==> src/rtl/riscv_defs_pkg.sv <==
// Shared definitions for the fetch path: FSM state encoding, the NOP word and the default XLEN.
package riscv_defs;

  localparam int unsigned XLEN_DEFAULT = 32;
  localparam logic [31:0] NOP          = 32'h0000_0013;

  typedef enum logic [1:0] {
    IF_IDLE = 2'd0,
    IF_WAIT = 2'd1,
    IF_DROP = 2'd2
  } if_state_e;

endpackage

==> src/rtl/instr_fetch_unit_fifo.sv <==
// Fetch buffer holding DEPTH entries of {[fault,] pc, instr}; a synchronous clear beats push and
// pop.
module fetch_fifo #(
  parameter int unsigned DEPTH = 2,
  parameter int unsigned W     = 64
) (
  input  logic                   clk,
  input  logic                   reset,
  input  logic                   push,
  input  logic                   pop,
  input  logic                   clear,
  input  logic [W-1:0]           wdata,
  output logic [W-1:0]           rdata,
  output logic                   full,
  output logic                   empty,
  output logic [$clog2(DEPTH):0] count
);

  localparam int unsigned PW = $clog2(DEPTH);

  logic [W-1:0]  mem_q [DEPTH];
  logic [PW-1:0] wr_q, rd_q;
  logic [PW:0]   cnt_q;
  logic          do_push, do_pop;

  assign full    = (cnt_q == (PW+1)'(DEPTH));
  assign empty   = (cnt_q == '0);
  assign count   = cnt_q;
  assign rdata   = mem_q[rd_q];
  assign do_pop  = pop && !empty;
  assign do_push = push && (!full || do_pop);

  always_ff @(posedge clk) begin
    if (reset || clear) begin
      wr_q  <= '0;
      rd_q  <= '0;
      cnt_q <= '0;
    end else begin
      // DEPTH is a power of two, so the pointers wrap naturally.
      if (do_push) wr_q <= wr_q + 1'b1;
      if (do_pop)  rd_q <= rd_q + 1'b1;
      case ({do_push, do_pop})
        2'b10:   cnt_q <= cnt_q + 1'b1;
        2'b01:   cnt_q <= cnt_q - 1'b1;
        default: cnt_q <= cnt_q;
      endcase
    end
  end

  always_ff @(posedge clk) begin
    if (do_push && !clear && !reset) mem_q[wr_q] <= wdata;
  end

endmodule

==> src/rtl/instr_fetch_unit.sv <==
// Instruction fetch: one outstanding imem read, buffered {pc, instr} to decode over valid/ready.
// Optional misaligned-PC check enabled by defining FETCH_MISALIGN_CHK_EN.
module instr_fetch_unit
  import riscv_defs::*;
#(
  parameter int unsigned XLEN   = XLEN_DEFAULT,
  parameter int unsigned ADDR_W = 32,
  parameter int unsigned DEPTH  = 2
) (
  input  logic              clk,
  input  logic              reset,
  input  logic [ADDR_W-1:0] pc_in,
  output logic              pc_advance,
  input  logic              flush,
  output logic              imem_req,
  output logic [ADDR_W-1:0] imem_addr,
  input  logic              imem_rvalid,
  input  logic [XLEN-1:0]   imem_rdata,
  output logic              instr_valid,
  input  logic              instr_ready,
  output logic [XLEN-1:0]   instr_data,
  output logic [ADDR_W-1:0] instr_pc,
  output logic              fetch_fault
);

  localparam int unsigned CW = $clog2(DEPTH) + 1;
`ifdef FETCH_MISALIGN_CHK_EN
  localparam int unsigned EW = 1 + ADDR_W + XLEN;
`else
  localparam int unsigned EW = ADDR_W + XLEN;
`endif

  if_state_e         state_q, state_d;
  logic [ADDR_W-1:0] pc_q;
  logic              fifo_push, fifo_pop, fifo_full, fifo_empty, space;
  logic [CW-1:0]     fifo_count;
  logic [EW-1:0]     fifo_wdata, fifo_rdata;
  logic [ADDR_W-1:0] push_pc;
  logic [XLEN-1:0]   push_instr;
`ifdef FETCH_MISALIGN_CHK_EN
  logic              push_fault;
`endif

  assign space = (fifo_count < CW'(DEPTH));

  always_comb begin
    state_d    = state_q;
    imem_req   = 1'b0;
    pc_advance = 1'b0;
    fifo_push  = 1'b0;
    push_pc    = pc_q;
    push_instr = imem_rdata;
`ifdef FETCH_MISALIGN_CHK_EN
    push_fault = 1'b0;
`endif
    unique case (state_q)
      IF_IDLE: begin
        if (!flush && space) begin
`ifdef FETCH_MISALIGN_CHK_EN
          // Misaligned PC: never reaches memory, a faulting NOP is queued instead.
          if (pc_in[1:0] != 2'b00) begin
            fifo_push  = 1'b1;
            push_fault = 1'b1;
            push_pc    = pc_in;
            push_instr = XLEN'(NOP);
            pc_advance = 1'b1;
          end else
`endif
          begin
            imem_req   = 1'b1;
            pc_advance = 1'b1;
            state_d    = IF_WAIT;
          end
        end
      end
      IF_WAIT: begin
        if (imem_rvalid) begin
          fifo_push = !flush;
          state_d   = IF_IDLE;
        end else if (flush) begin
          state_d = IF_DROP;
        end
      end
      IF_DROP: begin
        if (imem_rvalid) state_d = IF_IDLE;
      end
      default: state_d = IF_IDLE;
    endcase
    if (reset) begin
      imem_req   = 1'b0;
      pc_advance = 1'b0;
      fifo_push  = 1'b0;
    end
  end

  always_ff @(posedge clk) begin
    if (reset) begin
      state_q <= IF_IDLE;
      pc_q    <= '0;
    end else begin
      state_q <= state_d;
      if (imem_req) pc_q <= pc_in;
    end
  end

  assign imem_addr = imem_req ? pc_in : '0;
  assign fifo_pop  = instr_valid && instr_ready;

`ifdef FETCH_MISALIGN_CHK_EN
  assign fifo_wdata  = {push_fault, push_pc, push_instr};
  assign fetch_fault = !fifo_empty && fifo_rdata[EW-1];
`else
  assign fifo_wdata  = {push_pc, push_instr};
  assign fetch_fault = 1'b0;
`endif

  assign instr_valid = !fifo_empty;
  assign instr_data  = fifo_empty ? '0 : fifo_rdata[XLEN-1:0];
  assign instr_pc    = fifo_empty ? '0 : fifo_rdata[XLEN +: ADDR_W];

  fetch_fifo #(
    .DEPTH (DEPTH),
    .W     (EW)
  ) u_fifo (
    .clk   (clk),
    .reset (reset),
    .push  (fifo_push),
    .pop   (fifo_pop),
    .clear (flush),
    .wdata (fifo_wdata),
    .rdata (fifo_rdata),
    .full  (fifo_full),
    .empty (fifo_empty),
    .count (fifo_count)
  );

  // Issue is gated on space and nothing else pushes while a read is in flight.
  assert property (@(posedge clk) disable iff (reset) !(fifo_push && fifo_full));

endmodule
==> config.mk <==
export PLATFORM = sky130hd
export DESIGN_NAME = instr_fetch_unit
export DESIGN_NICKNAME = d
export VERILOG_FILES = /design/src/rtl/riscv_defs_pkg.sv /design/src/rtl/instr_fetch_unit_fifo.sv /design/src/rtl/instr_fetch_unit.sv
export SDC_FILE = /design/constraint.sdc
export NUM_CORES = 1
export LEC_CHECK = 0
export CAP_MARGIN = 0
export CORE_MARGIN = 2
export CORE_UTILIZATION = 49
export DETAILED_ROUTE_END_ITERATION = 12
export GPL_TIMING_DRIVEN = 0
export PLACE_DENSITY = 0.8
export SLEW_MARGIN = 25
export SYNTH_ARGS = -nofsm -noshare
export SYNTH_HDL_FRONTEND = slang
export SYNTH_SLANG_ARGS = --single-unit
export TNS_END_PERCENT = 10
==> constraint.sdc <==
create_clock -name clk -period 6 [get_ports clk]
set_clock_uncertainty 0.15 [all_clocks]
set_input_delay 0.9 -clock clk [delete_from_list [all_inputs] [get_ports clk]]
set_output_delay 0.9 -clock clk [all_outputs]
set_load 0.05 [all_outputs]
Yosys cells after proc, flatten, opt, wreduce, memory -nomap -nowiden
Memory sizes are Yosys's and may differ from the RTL's. A register that Yosys moved wholly into a read port is not among the register bits.
Index checks and enable logic that the tools add are counted.
- add/subtract/negate cells: 4
- $mul: 0
- divide/modulo/power cells: 0
- $lt $le $gt $ge: 1
- eq/ne operators: 8
- shift operators: 0
- muxes and demuxes: 19
- bitwise logic cells: 0
- reduce and logical (&&, ||, !) cells: 16
- operators by type and width (kind ; count):
    $mux W32 ; 3
    $mux W1 ; 10
    $mux W2 ; 4
    $eq A2 B2 Y1 const B ; 3
    $logic_and A1 B1 Y1 ; 6
    $pmux W2 S3 ; 1
    $eq A2 B1 Y1 const B ; 2
    $logic_not A1 Y1 ; 4
    $logic_not A2 Y1 ; 2
    $ne A2 B2 Y1 const B ; 2
    $pmux W2 S2 ; 1
    $ne A3 B3 Y1 const B ; 1
    $reduce_and A3 Y1 ; 1
    $add A1 B1 Y1 const B ; 2
    $add A2 B1 Y2 const B ; 1
    $logic_or A1 B1 Y1 ; 2
    $lt A2 B2 Y1 const B ; 1
    $reduce_bool A2 Y1 ; 1
    $sub A2 B1 Y2 const B ; 1
- register bits: 38
- latch bits: 0
- RAM bits: 128
- ROM bits: 0
- output and inout port bits: 100
- logic and storage cells: 54
- memories: 1
- memory list (name ; words ; width ; read ports ; clocked after Yosys merged registers in ; wr ports ; line ; source):
    u_fifo.mem_q ; 2 ; 64 ; 1 ; 1 ; 1 ; instr_fetch_unit_fifo.sv:21 ; logic [W-1:0] mem_q [DEPTH];

Longest topological paths before layout
Gate-level depths: netlist (run 1).
- word-level depth: 10
- depth in mapped cells: 6

By module
From an unflattened synthesis (run 1), not the netlist that was laid out.
- cell total of the unflattened synthesis: 498
- area, all modules: 7109.3 µm²
- by module, submodules not included (module ; times used ; cells an instance ; area each (µm²)):
    fetch_fifo ; 1 ; 228 ; 4902.2
    instr_fetch_unit ; 1 ; 270 ; 2207.1

Least setup slack after synthesis (run 1)
No wires, ideal clock.
- path type: input -> register
- start point: in reset
- end point: mem u_fifo.mem_q[0][0] (enable)
- setup time: 486 ps
- arrival: 4366 ps
- required time: 5364 ps
- slack: 998 ps
- stages: 3
- cells stage by stage: or3_4 or3_4 nor2_1
- word-level cells in the longest chain between the ends: 6
- RTL lines (what ; line ; source):
    start: declaration ; instr_fetch_unit.sv:11 ; input logic reset,
    $mux W1 ; instr_fetch_unit.sv:89 ; if (reset) begin
    $logic_and A1 B1 Y1 ; instr_fetch_unit_fifo.sv:31 ; assign do_push = push && (!full || do_pop);
    $logic_and A1 B1 Y1 ; instr_fetch_unit_fifo.sv:51 ; if (do_push && !clear && !reset) mem_q[wr_q] <= wdata;
    $logic_and A1 B1 Y1 (*) ; instr_fetch_unit_fifo.sv:51 ;
    $mux W1 (*) ; instr_fetch_unit_fifo.sv:51 ;
    $mux W1 (implied by the code) (*) ; instr_fetch_unit_fifo.sv:51 ;
    end: declaration ; instr_fetch_unit_fifo.sv:21 ;
Every way passes the cells marked *; elsewhere a longest branch is shown, timed or not.

Worst setup path in the final report (run 1)
- start point: in flush
- end point: out imem_addr[15]
- word-level cells in the longest chain between the ends: 6
- RTL lines (what ; line ; source):
    start: declaration ; instr_fetch_unit.sv:14 ; input logic flush,
    $logic_not A1 Y1 ; instr_fetch_unit.sv:58 ; if (!flush && space) begin
    $logic_and A1 B1 Y1 ; instr_fetch_unit.sv:58 ;
    $mux W1 ; instr_fetch_unit.sv:58 ;
    $mux W1 ; instr_fetch_unit.sv:56 ; unique case (state_q)
    $mux W1 ; instr_fetch_unit.sv:89 ;
    $mux W32 ; instr_fetch_unit.sv:106 ; assign imem_addr = imem_req ? pc_in : '0;
    end: declaration ; instr_fetch_unit.sv:16 ; output logic [ADDR_W-1:0] imem_addr,
Every way passes these cells.

==> metrics.txt, run 1 <==
status=complete, no violations; syn avg cell area=14.2 um2; num ports=between 150 and 200; largest net degree at the start of global routing=25; Final setup viols=0; post-synth top area share=59.3%; reg2reg setup slack=3.47 ns; CTS tree=done; post-synthesis compound-gate area fraction=under 10%; Cells after DPL=802; area growth from synthesis to layout=40.4%; VDD IR max=approximately 0.15 mV; Hold Path Class=reg -> reg; final hold violations=0; Synthesized Nets=525; Yosys warnings=0; initial antenna violation count=0; gr usage total=19.6%; Seq/Total Area, Yosys=71.3%; fmax=0.211 GHz; Die Wd=119 um; mux cell area share after synthesis=between 10% and 20%; drt total wl=13900 um; GPL Wtd Cong=0.777; number of flops mapped to enable cells by yosys=around 130; worst reg-to-reg path cell count=4; reg2reg end=u_fifo.mem_q[0][15]; Non-Filler Instances=~830; Post-DRT Antenna Nets=0; CTS buffer count=17; CTS Root Cell=clkbuf_16; Post-Synth XOR/XNOR Area=0.405%; Die H=119 um; R2R Path Start=state_q[1]; setup ws final=1.26 ns; PortBufs=167; drt initial violations=roughly 360; count leader, synth=edfxtp_1; htree depth=4; worst slack at placement=1.31 ns; clock latency on the worst-skew pair=0.41 ns; Crit Path Max Fanout=10; Hold Path Origin=pc_q[31]; Async S/R FF share, synth=0%; Clock transition at path regs=0.07 ns; number of global-route vias before repair=4284; MaxCap Viol Count=0; first-pass GRT wire length=21300 um; post-synth top area cell=edfxtp_1; post-synthesis sequential element count=167; drt drc=0; Sinks on Clock Net=167; synth top area cells=edfxtp_1, dfxtp_1, mux2i_1; fin nets=715; n_diodes=0; DR pass1 iterations=4; post-synthesis adder-cell area fraction=0.193%; Final Max Tran Viols=0; DR vias/cell=5.04; routed via count=4207; Worst EP arrival=3.69 ns; period utilisation layout=79.0%; Mapped Area=6480 um2; share of layout cells above drive strength 1=8.21%; final critical-path required period=4.74 ns; hold path cells=0; largest family of logic cells by synthesized area=simple AND/OR/NAND/NOR gates; RSZ-0062 raised after global routing=false; Post-Place Cell Area=8500 um2; Worst Setup Path Type=in -> out; PD cells=281 nW/um2; Power Total=roughly 0.0026 W; grt ovf=0; max_slew headroom=46.6%; PostCTS Resize Cnt=0; post-route cell area=9100 um2; wire per inst=16.6 um; Setup crit start kind=primary input; Post-CTS Setup Bufs=0; total die area=14200 um2; Worst Tran Pin Value=0.795 ns; HPWL Detailed=about 9700 um; Synth Area in Simple Gates=11.5%; CORE AREA=13100 um2; Required @ worst endpoint=4.95 ns; Initial Util=49.6%; Post-CTS Hold Fix Bufs=0; Synth top cells by count=edfxtp_1, nor2_1, mux2i_1; # rows=42; TNS Setup=0 ns; cell count after synthesis=455; Setup crit end kind=output port; ys flop type=edfxtp_1; Synth cell types=30; WHS Endpoint=u_fifo.mem_q[0][63]; leakage=about 3.1 nW; CTS max path bufs=2
[layout by cell type (no fill, tap or decap), types with 4 or more instances in the layout]
cell type        count
clkbuf_16           18
buf_1                5
buf_2               10
nor3_1               5
inv_6                6
clkbuf_1            12
clkdlybuf4s50_1    167
buf_16               4
o21bai_1            31
inv_1                4
edfxtp_1           128
nand2b_1            32
dfxtp_1             39
mux2i_1             65
nor2_1              67
and3_1              32
[per-layer routing]
metal  share of wire [%]  global-route usage [%]  routed length, um  vias to the layer above
li1                    -                       -                  -                     2030
met1                  42                    23.0               5790                     2012
met2                  51                    35.3               7110                      139
met3                 5.1                    4.17                701                       26
met4                 2.0                    7.07                275                        0
met5                   0                       0                  0                        -
[through the flow]
| step | utilization (%) | hold WS [ns] |
|---|---|---|
| 2_1_floorplan | - | 0.269 |
| 3_3_place_gp | 64.0 | 0.283 |
| 3_5_place_dp | 65.0 | 0.294 |
| 4_1_cts | 69.6 | 0.305 |
| 5_1_grt | 69.6 | 0.324 |
| 6_report | 69.6 | 0.310 |
[how the worst max path moves through the flow]
| stage | start | endpoint | depth (start not counted) |
|---|---|---|---|
| floorplan | reset | u_fifo.mem_q[0][0] | 3 |
| global placement | flush | u_fifo.mem_q[0][24] | 4 |
| detailed placement | flush | imem_addr[15] | 5 |
| CTS | flush | imem_addr[15] | 5 |
| global route | flush | imem_addr[15] | 5 |
| finish | flush | imem_addr[15] | 5 |
[cell families after synthesis]
group / Yosys count
DFF: 167
and+or+nand+nor: 147
muxes: 65
AOI/OAI and AO/OA: 38
buffers and inverters: 33
xor gates and xnor gates: 3
adders and majority gates: 1
other: 1
[power breakdown]
group	internal [W]	leakage [nW]	switching, W
Combinational	0.0000822	1.34	0.0000924
Sequential	0.00127	1.46	0.0000143
Clock	0.000618	0.302	0.000480
Total	0.00197	3.10	0.000587
[worst max-delay path, cell delays in order]
cell             delay [ns]
clkdlybuf4s50_1        0.53
nor3_1                 0.66
clkbuf_1               0.47
and3_1                 0.27
clkdlybuf4s50_1        0.84
[sequential cells by signal, summed over array words and instances (netlist names), named ones only]
signal and cells:
u_fifo.wr_q 1, u_fifo.count 2, u_fifo.mem_q 128, pc_q 32
state_q 2, u_fifo.rd_q 1
[cell type report]
class	instances	area, um2
multi-input combinational	255	1730
fill	911	3980
clock inverter	14	151
sequential	167	4620
inverter	4	15.0
buffer	29	129
timing repair buffer	171	1780
clock buffer	18	450
tap	176	220
No activity file was read; power rests on OpenSTA's default activity.
==> run 2, diff against run 1 <==
- CORE_UTILIZATION: 49 -> 44
- PLACE_DENSITY: 0.8 -> 0.76
- clock period: 6 -> 3.9 ns (I/O delays scaled with it)
==> run 2 against run 1 <==
  * Power up 51%
  * Combinational power up 53%
  * Global-route usage down 2.1 points
  * Design area down 0.34%
  * Flip-flop and latch count unchanged
  * Critical path depth unchanged
  * Die area up 11%
  * Critical path type unchanged
  * Critical endpoint is now imem_addr[22]
==> metrics.txt, run 2 (synthesis gave the netlist of run 1 again) <==
status=complete, no violations (unchanged); htree depth=4 (unchanged); Initial Util=44.8% (was 49.6%); Worst Tran Pin Value=0.643 ns (was 0.795 ns); DR pass1 iterations=4 (unchanged); fmax=0.271 GHz; largest net degree at the start of global routing=25 (unchanged); leakage=3.08 nW (was 3.10 nW); RSZ-0062 raised after global routing=false (unchanged); max reg flops=128 (unchanged); hold path cells=0 (unchanged); worst setup path end=imem_addr[22] (was imem_addr[15]); PD cells=424 nW/um2 (was 281 nW/um2); worst slack at placement=-0.105 ns (was 1.31 ns); CTS Root Cell=clkbuf_16 (unchanged); Hold WS=0.304 ns (was 0.310 ns); drt total wl=13700 um (was 13900 um); R2R Path Start=state_q[1] (unchanged); Hold Path Class=reg -> reg (unchanged); DR vias/cell=4.99 (was 5.04); Clock transition at path regs=0.06 ns (was 0.07 ns); n_diodes=0 (unchanged); Die H=125 um (was 119 um); reg2reg end=u_fifo.mem_q[0][22] (was u_fifo.mem_q[0][15]); total die area=15700 um2 (was 14200 um2); final critical-path required period=~3.7 ns; Worst Setup Path Type=in -> out (unchanged); Post-CTS Hold Fix Bufs=0 (unchanged); Required @ worst endpoint=3.16 ns (was 4.95 ns); CTS tree=done (unchanged); Final setup viols=0 (unchanged); Post-Place Cell Area=8480 um2 (was 8500 um2); VDD IR max=0.261 mV (was 0.155 mV); GPL Wtd Cong=0.785 (was 0.777); Final Max Tran Viols=0 (unchanged); Die Wd=125 um (was 119 um); drt drc=0 (unchanged); num ports=169 (unchanged); initial antenna violation count=0 (unchanged); routed via count=4199 (was 4207); share of layout cells above drive strength 1=8.51% (was 8.21%); clock latency on the worst-skew pair=0.42 ns (was 0.41 ns); Biggest register=u_fifo.mem_q (unchanged); CORE AREA=14500 um2 (was 13100 um2); Crit Path Max Fanout=10 (unchanged); first-pass GRT wire length=21300 um (about the same); Worst EP arrival=2.96 ns (was 3.69 ns); final hold violations=0 (unchanged); Non-Filler Instances=842 (was 834); Sinks on Clock Net=167 (unchanged); biggest regs=u_fifo.mem_q: 128 flops, pc_q: 32 flops (unchanged); critical path startpoint=flush (unchanged); Cells after DPL=810 (was 802); most common cell after layout, fill and taps aside=clkdlybuf4s50_1 (unchanged); Fill cells=1138 (was 911); HPWL Detailed=9900 um (was 9740 um); area growth from synthesis to layout=39.9% (was 40.4%); worst reg-to-reg path cell count=4 (unchanged); setup ws final=0.207 ns (was 1.26 ns); drt initial violations=225 (was 355); Post-DRT Antenna Nets=0 (unchanged); grt ovf=0 (unchanged); CTS buffer count=17 (unchanged); fin nets=715 (unchanged); Setup crit start kind=primary input (unchanged); number of global-route vias before repair=4289 (was 4284); reg2reg setup slack=1.44 ns (was 3.47 ns); TNS Setup=0 ns (unchanged); PortBufs=167 (unchanged); wire per inst=16.3 um (was 16.6 um); Setup crit end kind=output port (unchanged); MaxCap Viol Count=0 (unchanged); gr usage total=17.5% (was 19.6%); max_slew headroom=57.2% (was 46.6%); post-route cell area=9070 um2 (was 9100 um2); period utilisation layout=94.7%; most frequent cells in the layout=clkdlybuf4s50_1, edfxtp_1, nor2_1, mux2i_1, dfxtp_1 (unchanged); CTS max path bufs=2 (unchanged); # rows=44 (was 42)
==> run 2: cell types whose count changed in the layout (fill, tap and decap cells not counted), moves of 2 or more <==
cell	change
clkbuf_8	+2
buf_12	+4
buf_16	-4
clkinv_4	+2
inv_8	-3
inv_6	-3
==> run 2: layout make-up <==
cell class	count	area (um2)	share of cell area (%)
inverters	4	15.0	0.166
clock inverters	11	81.3	0.897
multi-input cells	255	1740	19.1
well taps	184	230	2.54
flip-flops and latches	167	4620	51.0
repair buffers	171	1750	19.3
plain buffers	29	130	1.43
clock buffers	21	503	5.54
==> run 2: timing repair <==
item,in CTS,in global routing
endpoints found under the setup margin,10,10
gates resized for setup,1,2
buffers inserted,0,0
==> run 2: routing by layer <==
metal	vias up	global-route usage, %	routed length [um]
met5	-	0	0
met4	0	5.95	210
met3	19	4.07	633
met2	134	31.5	7100
met1	2031	20.6	5750
li1	2015	-	-
==> run 2: metrics by stage <==
| stage | utilization [%] | power [W] |
|---|---|---|
| 5_1_grt | 62.7 | 0.00397 |
| 2_1_floorplan | - | 0.00214 |
| 3_3_place_gp | 57.9 | 0.00227 |
| 3_5_place_dp | 58.6 | 0.00228 |
| 6_report | 62.7 | 0.00385 |
| 4_1_cts | 62.6 | 0.00387 |
==> run 2: where the power goes <==
part / switching (W) / internal, W / leakage, nW
Combinational: 0.000141 / 0.000126 / 1.33
Clock: 0.000674 / 0.000933 / 0.292
Sequential: 0.0000214 / 0.00195 / 1.46
==> run 2: how the worst min path moves through the flow <==
stage / from / endpoint / slack [ns]
global placement: pc_q[26] / u_fifo.mem_q[0][58] / 0.28
CTS: pc_q[15] / u_fifo.mem_q[0][47] / 0.30
floorplan: pc_q[24] / u_fifo.mem_q[0][56] / 0.27
detailed placement: pc_q[26] / u_fifo.mem_q[0][58] / 0.29
finish: pc_q[26] / u_fifo.mem_q[1][58] / 0.30
global route: pc_q[20] / u_fifo.mem_q[0][52] / 0.31
==> run 2: worst max-delay path, cell delays in order <==
cell,delay [ns]
clkdlybuf4s50_1,0.54
nor3_2,0.36
clkbuf_1,0.40
and3_1,0.26
clkdlybuf4s50_1,0.81
